<file path="src/rtl/fp32_pkg.sv">
// Shared binary32 definitions: field widths, canonical constants and the multiplier FSM states.
package fp32_pkg;

  localparam int unsigned ExpW  = 8;
  localparam int unsigned FracW = 23;
  localparam int unsigned MantW = 24;
  localparam int          Bias  = 127;

  localparam logic [31:0] QNAN    = 32'h7FC0_0000;
  localparam logic [31:0] POS_INF = 32'h7F80_0000;

  typedef enum logic [3:0] {
    GetA,
    GetB,
    Unpack,
    Special,
    NormA,
    NormB,
    Mul0,
    Mul1,
    Norm1,
    Norm2,
    Round,
    Pack,
    PutZ
  } state_e;

endpackage

</file>
<file path="src/rtl/fp32_unpack.sv">
// Splits a binary32 word into sign, unbiased exponent and mantissa, and classifies it.
module fp32_unpack
  import fp32_pkg::*;
(
  input  logic [31:0]       op_i,
  output logic              sign_o,
  output logic signed [9:0] exp_o,
  output logic [MantW-1:0]  mant_o,
  output logic              is_zero_o,
  output logic              is_inf_o,
  output logic              is_nan_o,
  output logic              is_denorm_o
);

  logic [ExpW-1:0]  exp_field;
  logic [FracW-1:0] frac_field;

  assign exp_field  = op_i[30:23];
  assign frac_field = op_i[FracW-1:0];

  // Field split and classification; the hidden bit is added later by the consumer.
  always_comb begin
    sign_o      = op_i[31];
    exp_o       = $signed({2'b00, exp_field}) - 10'sd127;
    mant_o      = {1'b0, frac_field};
    is_zero_o   = (exp_field == '0) && (frac_field == '0);
    is_denorm_o = (exp_field == '0) && (frac_field != '0);
    is_inf_o    = (exp_field == '1) && (frac_field == '0);
    is_nan_o    = (exp_field == '1) && (frac_field != '0);
  end

endmodule

</file>
<file path="src/rtl/single_multiplier.sv">
// Multi-cycle binary32 multiplier with stb/ack handshakes on each operand and the result.
module single_multiplier
  import fp32_pkg::*;
(
  input  logic        clk,
  input  logic        rst,
  input  logic [31:0] input_a,
  input  logic        input_a_stb,
  output logic        input_a_ack,
  input  logic [31:0] input_b,
  input  logic        input_b_stb,
  output logic        input_b_ack,
  output logic [31:0] output_z,
  output logic        output_z_stb,
  input  logic        output_z_ack
);

  state_e             state_q, state_d;
  logic [31:0]        a_q, a_d, b_q, b_d, z_q, z_d;
  logic [23:0]        a_m_q, a_m_d, b_m_q, b_m_d, z_m_q, z_m_d;
  logic signed [9:0]  a_e_q, a_e_d, b_e_q, b_e_d, z_e_q, z_e_d;
  logic               a_s_q, a_s_d, b_s_q, b_s_d, z_s_q, z_s_d;
  logic               guard_q, guard_d, round_q, round_d, sticky_q, sticky_d;
  logic [47:0]        product_q, product_d;
  logic               a_ack_q, a_ack_d, b_ack_q, b_ack_d, z_stb_q, z_stb_d;

  logic              ua_sign, ub_sign;
  logic signed [9:0] ua_exp, ub_exp;
  logic [23:0]       ua_mant, ub_mant;
  logic              ua_zero, ua_inf, ua_nan, ua_denorm;
  logic              ub_zero, ub_inf, ub_nan, ub_denorm;
  logic signed [9:0] biased_e;

  fp32_unpack u_unpack_a (
    .op_i        (a_q),
    .sign_o      (ua_sign),
    .exp_o       (ua_exp),
    .mant_o      (ua_mant),
    .is_zero_o   (ua_zero),
    .is_inf_o    (ua_inf),
    .is_nan_o    (ua_nan),
    .is_denorm_o (ua_denorm)
  );

  fp32_unpack u_unpack_b (
    .op_i        (b_q),
    .sign_o      (ub_sign),
    .exp_o       (ub_exp),
    .mant_o      (ub_mant),
    .is_zero_o   (ub_zero),
    .is_inf_o    (ub_inf),
    .is_nan_o    (ub_nan),
    .is_denorm_o (ub_denorm)
  );

  assign biased_e     = z_e_q + 10'sd127;
  assign input_a_ack  = a_ack_q;
  assign input_b_ack  = b_ack_q;
  assign output_z     = z_q;
  assign output_z_stb = z_stb_q;

  // Next-state and datapath updates, one FSM step per cycle.
  always_comb begin
    state_d   = state_q;
    a_d       = a_q;
    b_d       = b_q;
    z_d       = z_q;
    a_m_d     = a_m_q;
    b_m_d     = b_m_q;
    z_m_d     = z_m_q;
    a_e_d     = a_e_q;
    b_e_d     = b_e_q;
    z_e_d     = z_e_q;
    a_s_d     = a_s_q;
    b_s_d     = b_s_q;
    z_s_d     = z_s_q;
    guard_d   = guard_q;
    round_d   = round_q;
    sticky_d  = sticky_q;
    product_d = product_q;
    a_ack_d   = a_ack_q;
    b_ack_d   = b_ack_q;
    z_stb_d   = z_stb_q;

    unique case (state_q)
      GetA: begin
        a_ack_d = 1'b1;
        if (a_ack_q && input_a_stb) begin
          a_d     = input_a;
          a_ack_d = 1'b0;
          state_d = GetB;
        end
      end
      GetB: begin
        b_ack_d = 1'b1;
        if (b_ack_q && input_b_stb) begin
          b_d     = input_b;
          b_ack_d = 1'b0;
          state_d = Unpack;
        end
      end
      Unpack: begin
        a_s_d   = ua_sign;
        a_e_d   = ua_exp;
        a_m_d   = ua_mant;
        b_s_d   = ub_sign;
        b_e_d   = ub_exp;
        b_m_d   = ub_mant;
        state_d = Special;
      end
      Special: begin
        state_d = PutZ;
        if (ua_nan || ub_nan) begin
          z_d = QNAN;
        end else if ((ua_inf && ub_zero) || (ub_inf && ua_zero)) begin
          z_d = QNAN;
        end else if (ua_inf || ub_inf) begin
          z_d = POS_INF | {a_s_q ^ b_s_q, 31'd0};
        end else if (ua_zero || ub_zero) begin
          z_d = {a_s_q ^ b_s_q, 31'd0};
        end else begin
          // Denormals sit at the minimum exponent without a hidden bit.
          if (ua_denorm) a_e_d = -10'sd126;
          else           a_m_d[23] = 1'b1;
          if (ub_denorm) b_e_d = -10'sd126;
          else           b_m_d[23] = 1'b1;
          state_d = NormA;
        end
      end
      NormA: begin
        if (a_m_q[23]) begin
          state_d = NormB;
        end else begin
          a_m_d = a_m_q << 1;
          a_e_d = a_e_q - 10'sd1;
        end
      end
      NormB: begin
        if (b_m_q[23]) begin
          state_d = Mul0;
        end else begin
          b_m_d = b_m_q << 1;
          b_e_d = b_e_q - 10'sd1;
        end
      end
      Mul0: begin
        z_s_d     = a_s_q ^ b_s_q;
        z_e_d     = a_e_q + b_e_q + 10'sd1;
        product_d = {24'd0, a_m_q} * {24'd0, b_m_q};
        state_d   = Mul1;
      end
      Mul1: begin
        z_m_d    = product_q[47:24];
        guard_d  = product_q[23];
        round_d  = product_q[22];
        sticky_d = |product_q[21:0];
        state_d  = Norm1;
      end
      Norm1: begin
        if (!z_m_q[23]) begin
          z_e_d   = z_e_q - 10'sd1;
          z_m_d   = {z_m_q[22:0], guard_q};
          guard_d = round_q;
          round_d = 1'b0;
        end else begin
          state_d = Norm2;
        end
      end
      Norm2: begin
        // Shift right into the denormal range, keeping the discarded bits in guard/round/sticky.
        if (z_e_q < -10'sd126) begin
          z_e_d    = z_e_q + 10'sd1;
          z_m_d    = z_m_q >> 1;
          guard_d  = z_m_q[0];
          round_d  = guard_q;
          sticky_d = sticky_q | round_q;
        end else begin
          state_d = Round;
        end
      end
      Round: begin
        if (guard_q && (round_q || sticky_q || z_m_q[0])) begin
          z_m_d = z_m_q + 24'd1;
          if (z_m_q == 24'hFF_FFFF) z_e_d = z_e_q + 10'sd1;
        end
        state_d = Pack;
      end
      Pack: begin
        z_d = {z_s_q, biased_e[7:0], z_m_q[22:0]};
        if ((z_e_q == -10'sd126) && !z_m_q[23]) z_d[30:23] = 8'd0;
        if (z_e_q > 10'sd127) z_d = {z_s_q, 8'hFF, 23'd0};
        state_d = PutZ;
      end
      PutZ: begin
        z_stb_d = 1'b1;
        if (z_stb_q && output_z_ack) begin
          z_stb_d = 1'b0;
          state_d = GetA;
        end
      end
      default: state_d = GetA;
    endcase
  end

  // State register; reset aborts any operation in flight.
  always_ff @(posedge clk or posedge rst) begin
    if (rst) begin
      state_q   <= GetA;
      a_q       <= '0;
      b_q       <= '0;
      z_q       <= '0;
      a_m_q     <= '0;
      b_m_q     <= '0;
      z_m_q     <= '0;
      a_e_q     <= '0;
      b_e_q     <= '0;
      z_e_q     <= '0;
      a_s_q     <= 1'b0;
      b_s_q     <= 1'b0;
      z_s_q     <= 1'b0;
      guard_q   <= 1'b0;
      round_q   <= 1'b0;
      sticky_q  <= 1'b0;
      product_q <= '0;
      a_ack_q   <= 1'b0;
      b_ack_q   <= 1'b0;
      z_stb_q   <= 1'b0;
    end else begin
      state_q   <= state_d;
      a_q       <= a_d;
      b_q       <= b_d;
      z_q       <= z_d;
      a_m_q     <= a_m_d;
      b_m_q     <= b_m_d;
      z_m_q     <= z_m_d;
      a_e_q     <= a_e_d;
      b_e_q     <= b_e_d;
      z_e_q     <= z_e_d;
      a_s_q     <= a_s_d;
      b_s_q     <= b_s_d;
      z_s_q     <= z_s_d;
      guard_q   <= guard_d;
      round_q   <= round_d;
      sticky_q  <= sticky_d;
      product_q <= product_d;
      a_ack_q   <= a_ack_d;
      b_ack_q   <= b_ack_d;
      z_stb_q   <= z_stb_d;
    end
  end

endmodule

</file>
<file path="config.mk">
export PLATFORM = sky130hd
export DESIGN_NAME = single_multiplier
export DESIGN_NICKNAME = d
export VERILOG_FILES = /design/src/rtl/fp32_pkg.sv /design/src/rtl/fp32_unpack.sv /design/src/rtl/single_multiplier.sv
export SDC_FILE = /design/constraint.sdc
export NUM_CORES = 2
export LEC_CHECK = 0
export BUFFER_PORTS_ARGS = -buffer_cell sky130_fd_sc_hd__buf_2
export CAP_MARGIN = 20
export CORE_MARGIN = 4
export CORE_UTILIZATION = 55
export CTS_BUF_LIST = sky130_fd_sc_hd__clkbuf_2 sky130_fd_sc_hd__clkbuf_4 sky130_fd_sc_hd__clkbuf_8
export DETAILED_ROUTE_END_ITERATION = 16
export GPL_TIMING_DRIVEN = 0
export PLACE_DENSITY = 0.77
export SLEW_MARGIN = 5
export SYNTH_ARGS = -nofsm -noshare
export SYNTH_HDL_FRONTEND = slang
export SYNTH_SLANG_ARGS = --single-unit
export TNS_END_PERCENT = 50
</file>
<file path="constraint.sdc">
create_clock -name clk -period 25.2 [get_ports clk]
set_clock_uncertainty 0.2 [all_clocks]
set_input_delay 3.78 -clock clk [delete_from_list [all_inputs] [get_ports clk]]
set_output_delay 3.78 -clock clk [all_outputs]
set_load 0.01 [all_outputs]
</file>
# Yosys cells after proc, flatten, opt, wreduce, memory -nomap -nowiden
# Index checks and enable logic that the tools add are counted.
# classes
n_addsub,10
multipliers,1
div_mod_pow,0
magnitude_cmp,2
eq_ne,38
n_shift,0
n_mux,69
bitwise_logic,2
n_reduce_logical,54
# op_table
op,n
2-to-1 mux 10 bit,16
2-to-1 mux 32 bit,4
2-to-1 mux 24 bit,5
one-hot mux 24 bit (4 select lines),1
one-hot mux 23 bit (2 select lines),2
one-hot mux 32 bit (2 select lines),1
one-hot mux 10 bit (3 select lines),2
one-hot mux 4 bit (13 select lines),1
multiplier 24 x 24 -> 48 bit,1
zero test 23 bit,2
nonzero test 23 bit,2
2-to-1 mux 4 bit,11
one-hot mux 10 bit (4 select lines),1
!= test 2 bit (second input constant),19
2-to-1 mux 31 bit,1
subtractor 10 x 2 -> 10 bit (second input constant),3
adder 24 x 1 -> 24 bit (second input constant),1
== test 24 bit (second input constant),1
OR reduction 22 bit,1
AND reduction 7 bit,3
adder 10 x 2 -> 10 bit (second input constant),2
== test 4 bit (second input constant),5
2-to-1 mux 1 bit,18
subtractor 8 x 7 -> 9 bit (second input constant),2
29 further kinds,71
# word_totals
register_bits,259
latchBits,0
mem_bits_rw,0
mem_bits_ro,0
input_bits,69
out_inout_bits,35
mem_count,0

# Depth between registers and ports, before layout
# logic_depth
depth_word,8
mapped_depth,27
depth_no_buf,24

# Cells and area by module
# Synthesis repeated with hierarchy kept, for this count alone.
# hier_totals
cells_unflattened,3594
hier_area_um2,32642.6
# modules_own_cells
module,instances,cells_per_inst,area_per_inst_um2
single_multiplier,1,3460,31726.7
fp32_unpack,2,67,457.9

# Least setup slack after synthesis
# Ideal clock, no wire load.
# synth_timing
path_kind,register to register
startpoint,reg b_m_q[3]
endpoint,reg product_q[42]
arrival_ns,6.510
setup_slack_ns,18.361
path_stages_with_launch,26
path_buffers,3
cell_sequence,dfrtp_1 clkbuf_1 clkbuf_1 nand2_1 fa_1 inv_1 fa_1 inv_1 fa_1 fa_1 inv_1 fa_1 fa_1 inv_1 fa_1 inv_1 ha_1 buf_2 a21oi_2 o21ai_1 a211o_1 a2111o_1 o21a_1 a41oi_2 xor2_1 o21ai_1
# synth_between
elab_chain_cells,1
# synth_rtl
element,line_no,rtl
"start, declared",single_multiplier.sv:20,"logic [23:0] a_m_q, a_m_d, b_m_q, b_m_d, z_m_q, z_m_d;"
"start signal, assigned",single_multiplier.sv:234,b_m_q <= b_m_d;
multiplier 24 x 24 -> 48 bit,single_multiplier.sv:149,"product_d = {24'd0, a_m_q} * {24'd0, b_m_q};"
"end signal, assigned",single_multiplier.sv:245,product_q <= product_d;
"end, declared",single_multiplier.sv:24,"logic [47:0] product_q, product_d;"
# No other way between the ends.
# A chain may end at the register's enable or synchronous reset.

# Worst setup path after layout
# layout_timing
startpoint,reg b_m_q[0]
endpoint,reg product_q[38]
# The elaborated chain is that of the path after synthesis.

==> results_dict.tcl <==
set metrics [dict create \
    synthTopCellsByCount "580 x inv_1, 552 x nand2_1, 484 x fa_1, 303 x and2_1, 259 x dfrtp_1" \
    grt_use_total_pct 32.03 \
    netSwitchingFraction_pct 21.90 \
    finalSetupTns_ps 0 \
    seqPwrFrac_pct 46.9 \
    yosysTopAreaCell "fa_1" \
    register_area_um2 6481 \
    clk_latency_ps 630 \
    cts_hold_repair.buffers 0 \
    synth_ff_type "dfrtp_1" \
    area_growth_pct 8.117 \
    final_nets 4446 \
    leakagePower_nw 17.38 \
    finalWirelength_mm 99.90 \
    status "completed" \
    multi_input_area_um2 22620 \
    die_w_um 249.9 \
    pre_cts_slack_ps 17010 \
    grt_max_degree 118 \
    ys_seq_area_share_pct 20.15 \
    critPathKind "reg -> reg" \
    ios 104 \
    vias 26816 \
    instances_no_fill 4494 \
    clock_path_buffers 3 \
    die_area_um2 62430 \
    crit_required_ps 25460 \
    slew_viol_final 0 \
    synth_xor_xnor_area_share_pct 2.096 \
    hp-class "reg -> reg" \
    wl_per_cell_um 22.23 \
    ant_nets 0 \
    start_kind "register" \
    fillers 5010 \
    async_reset_ff_share_pct 100.0 \
    port_buffers 103 \
    post-route-util_pct 60.17 \
    drive_gt1_share_pct 8.374 \
    root_buffer "clkbuf_8" \
    comb_power_share_pct 1.7 \
    cts_tree "done" \
    critPathMaxFanout 10 \
    rsz0062_at_grt "no" \
    start_util_pct 55.65 \
    cts_max_level 2 \
    pwr-share-clk_pct 51.4 \
    max_freq_mhz 120.0 \
    synthMuxAreaShare_pct 2.267 \
    power_uw 886.8 \
    ir_worst_vdd_mv 0.04784 \
    postCtsSetupRepairBufs 0 \
    synth_edf_count 0 \
    hpwl_mm 79.18 \
    synth_nets 4294 \
    end_kind "register" \
    synth_compound_area_share_pct 10.54 \
    synth_top_family_by_area "adder cells" \
    final_area_um2 34780 \
    intPower_uw 692.5 \
    cts.clk_slew.worst_paths_ps 60 \
    timing.final.crit_share_pct 33.07 \
    drcViolationCount 0 \
    hold_ws_ps 278.0 \
    synthesis.area_um2 32170 \
    synth-adder-area-share_pct 37.90 \
    yosysUniqueCellTypes 90 \
    row_count 88 \
    via_per_inst 5.967 \
    max_slew.worst_pin.slew_ps 1198 \
    cp_data_arrival_time_ps 8600 \
    die_y_um 249.9 \
    antenna_found_initial 4 \
    overflow 0 \
    yosysTopAreaCellShare_pct 30.12 \
    first_pass_iters 6 \
    grt_pass1_vias 26672 \
    yosys-top-cells-area "fa_1 30%, dfrtp_1 20%, ha_1 7.8%" \
    yosysMostFrequentCell "inv_1" \
    syn_area_per_cell_um2 9.085 \
    finalHoldViolCount 0 \
    yosys.area_share.simple_pct 17.48 \
    netlist_instances 3541 \
    gp_congestion 1.100 \
    coreArea_um2 57810 \
    place_inst 4411 \
    final.setup.worst_slack_ps 16870 \
    post-route-min-period_ps 8334 \
    powerDensity_nw_per_um2 25.49 \
    cts_resized 0 \
    cap_violations 0 \
    synth_warnings 0 \
    postPlaceCellArea_um2 33710 \
    setup_viol 0 \
    ys_ff_latch 259 \
    relSlewSlack_pct 20.16 \
    power_switching_uw 194.2 \
    cts_sinks 259 \
    cts_buffers 45 \
    drtIter0Drc 2778 \
    rrSetupSlack_ps 16870 \
    grt_pass1_wl_mm 155.6 \
]
## placed cells by master (no fill, tap or decap), types with 39 or more instances in the layout
cell / netlist / final
inv_1: 580 / 579
nand2_1: 552 / 552
fa_1: 484 / 484
and2_1: 303 / 303
dfrtp_1: 259 / 259
ha_1: 200 / 200
clkbuf_1: 156 / 156
o21ai_0: 128 / 128
buf_2: 18 / 121
a21oi_1: 97 / 97
nor2_1: 90 / 90
mux2_2: 63 / 63
nand3_1: 62 / 62
clkbuf_8: 4 / 58
a22oi_1: 45 / 45
xor2_1: 39 / 39
## cell families (layout without fill, tap and decap cells)
group / Yosys count / after routing
and+or+nand+nor: 1162 / 1162
muxes: 65 / 65
buffers and inverters: 779 / 964
adders and majority gates: 684 / 684
AOI/OAI and AO/OA: 515 / 515
xor gates and xnor gates: 77 / 77
other: 0 / 3
DFF: 259 / 259
## routing by layer
| layer | GRT usage [%] | part of all wire [%] | up-vias |
|---|---|---|---|
| met3 | 10.01 | 12 | 340 |
| met5 | 0 | 0 | - |
| met1 | 42.81 | 38 | 13227 |
| met4 | 15.24 | 5.7 | 0 |
| li1 | - | - | 11577 |
| met2 | 47.85 | 44 | 1672 |
## critical path, stage by stage (launching register included)
cell      delay, ps
dfrtp_1         860
clkbuf_1        670
and2_1          280
fa_1            440
fa_1            560
inv_1            70
fa_1            460
fa_1            540
inv_1            60
fa_1            500
fa_1            490
inv_1            50
fa_1            470
inv_1            40
ha_1            330
buf_2           200
a21oi_2         270
o21ai_1         160
a211o_1         320
a2111o_1        420
o21a_1          230
a21oi_1         170
xor2_1          270
o21ai_0         110
## final timing paths
path                                    start       endpoint  depth (start not counted)
worst max-delay path                 b_m_q[0]  product_q[38]                         23
worst min-delay path            product_q[37]  product_q[37]                          2
worst max register to register       b_m_q[0]  product_q[38]                         23
worst min register to register  product_q[37]  product_q[37]                          2
max in group asynchronous                 rst      b_m_q[13]                          3
min in group asynchronous                 rst       z_e_q[0]                          2
## registers in the layout (all words and copies together) (netlist names), 10 cells and up
name	flops
product_q	48
a_q	32
b_q	32
output_z	32
a_m_q	24
b_m_q	24
z_m_q	24
a_e_q	10
b_e_q	10
z_e_q	10
## power groups by stage
stage	Sequential (mW)	Combinational, mW	Clock, mW
finish	0.416	0.0152	0.456
global route	0.416	0.0174	0.481
CTS	0.416	0.0158	0.460
detailed placement	0.423	0.0157	0
global placement	0.424	0.0143	0
floorplan	0.424	0.00618	0
## layout make-up
cell class                 instances  area share [%]
inverter                         580           6.281
clock inverter                    16          0.6943
timing repair buffer             105           1.640
antenna                            3         0.02158
tap                              765           2.752
buffer                           199           2.594
sequential                       259           18.63
clock buffer                      64           2.353
multi-input combinational       2503           65.03
(Power assumes the default switching activity.)
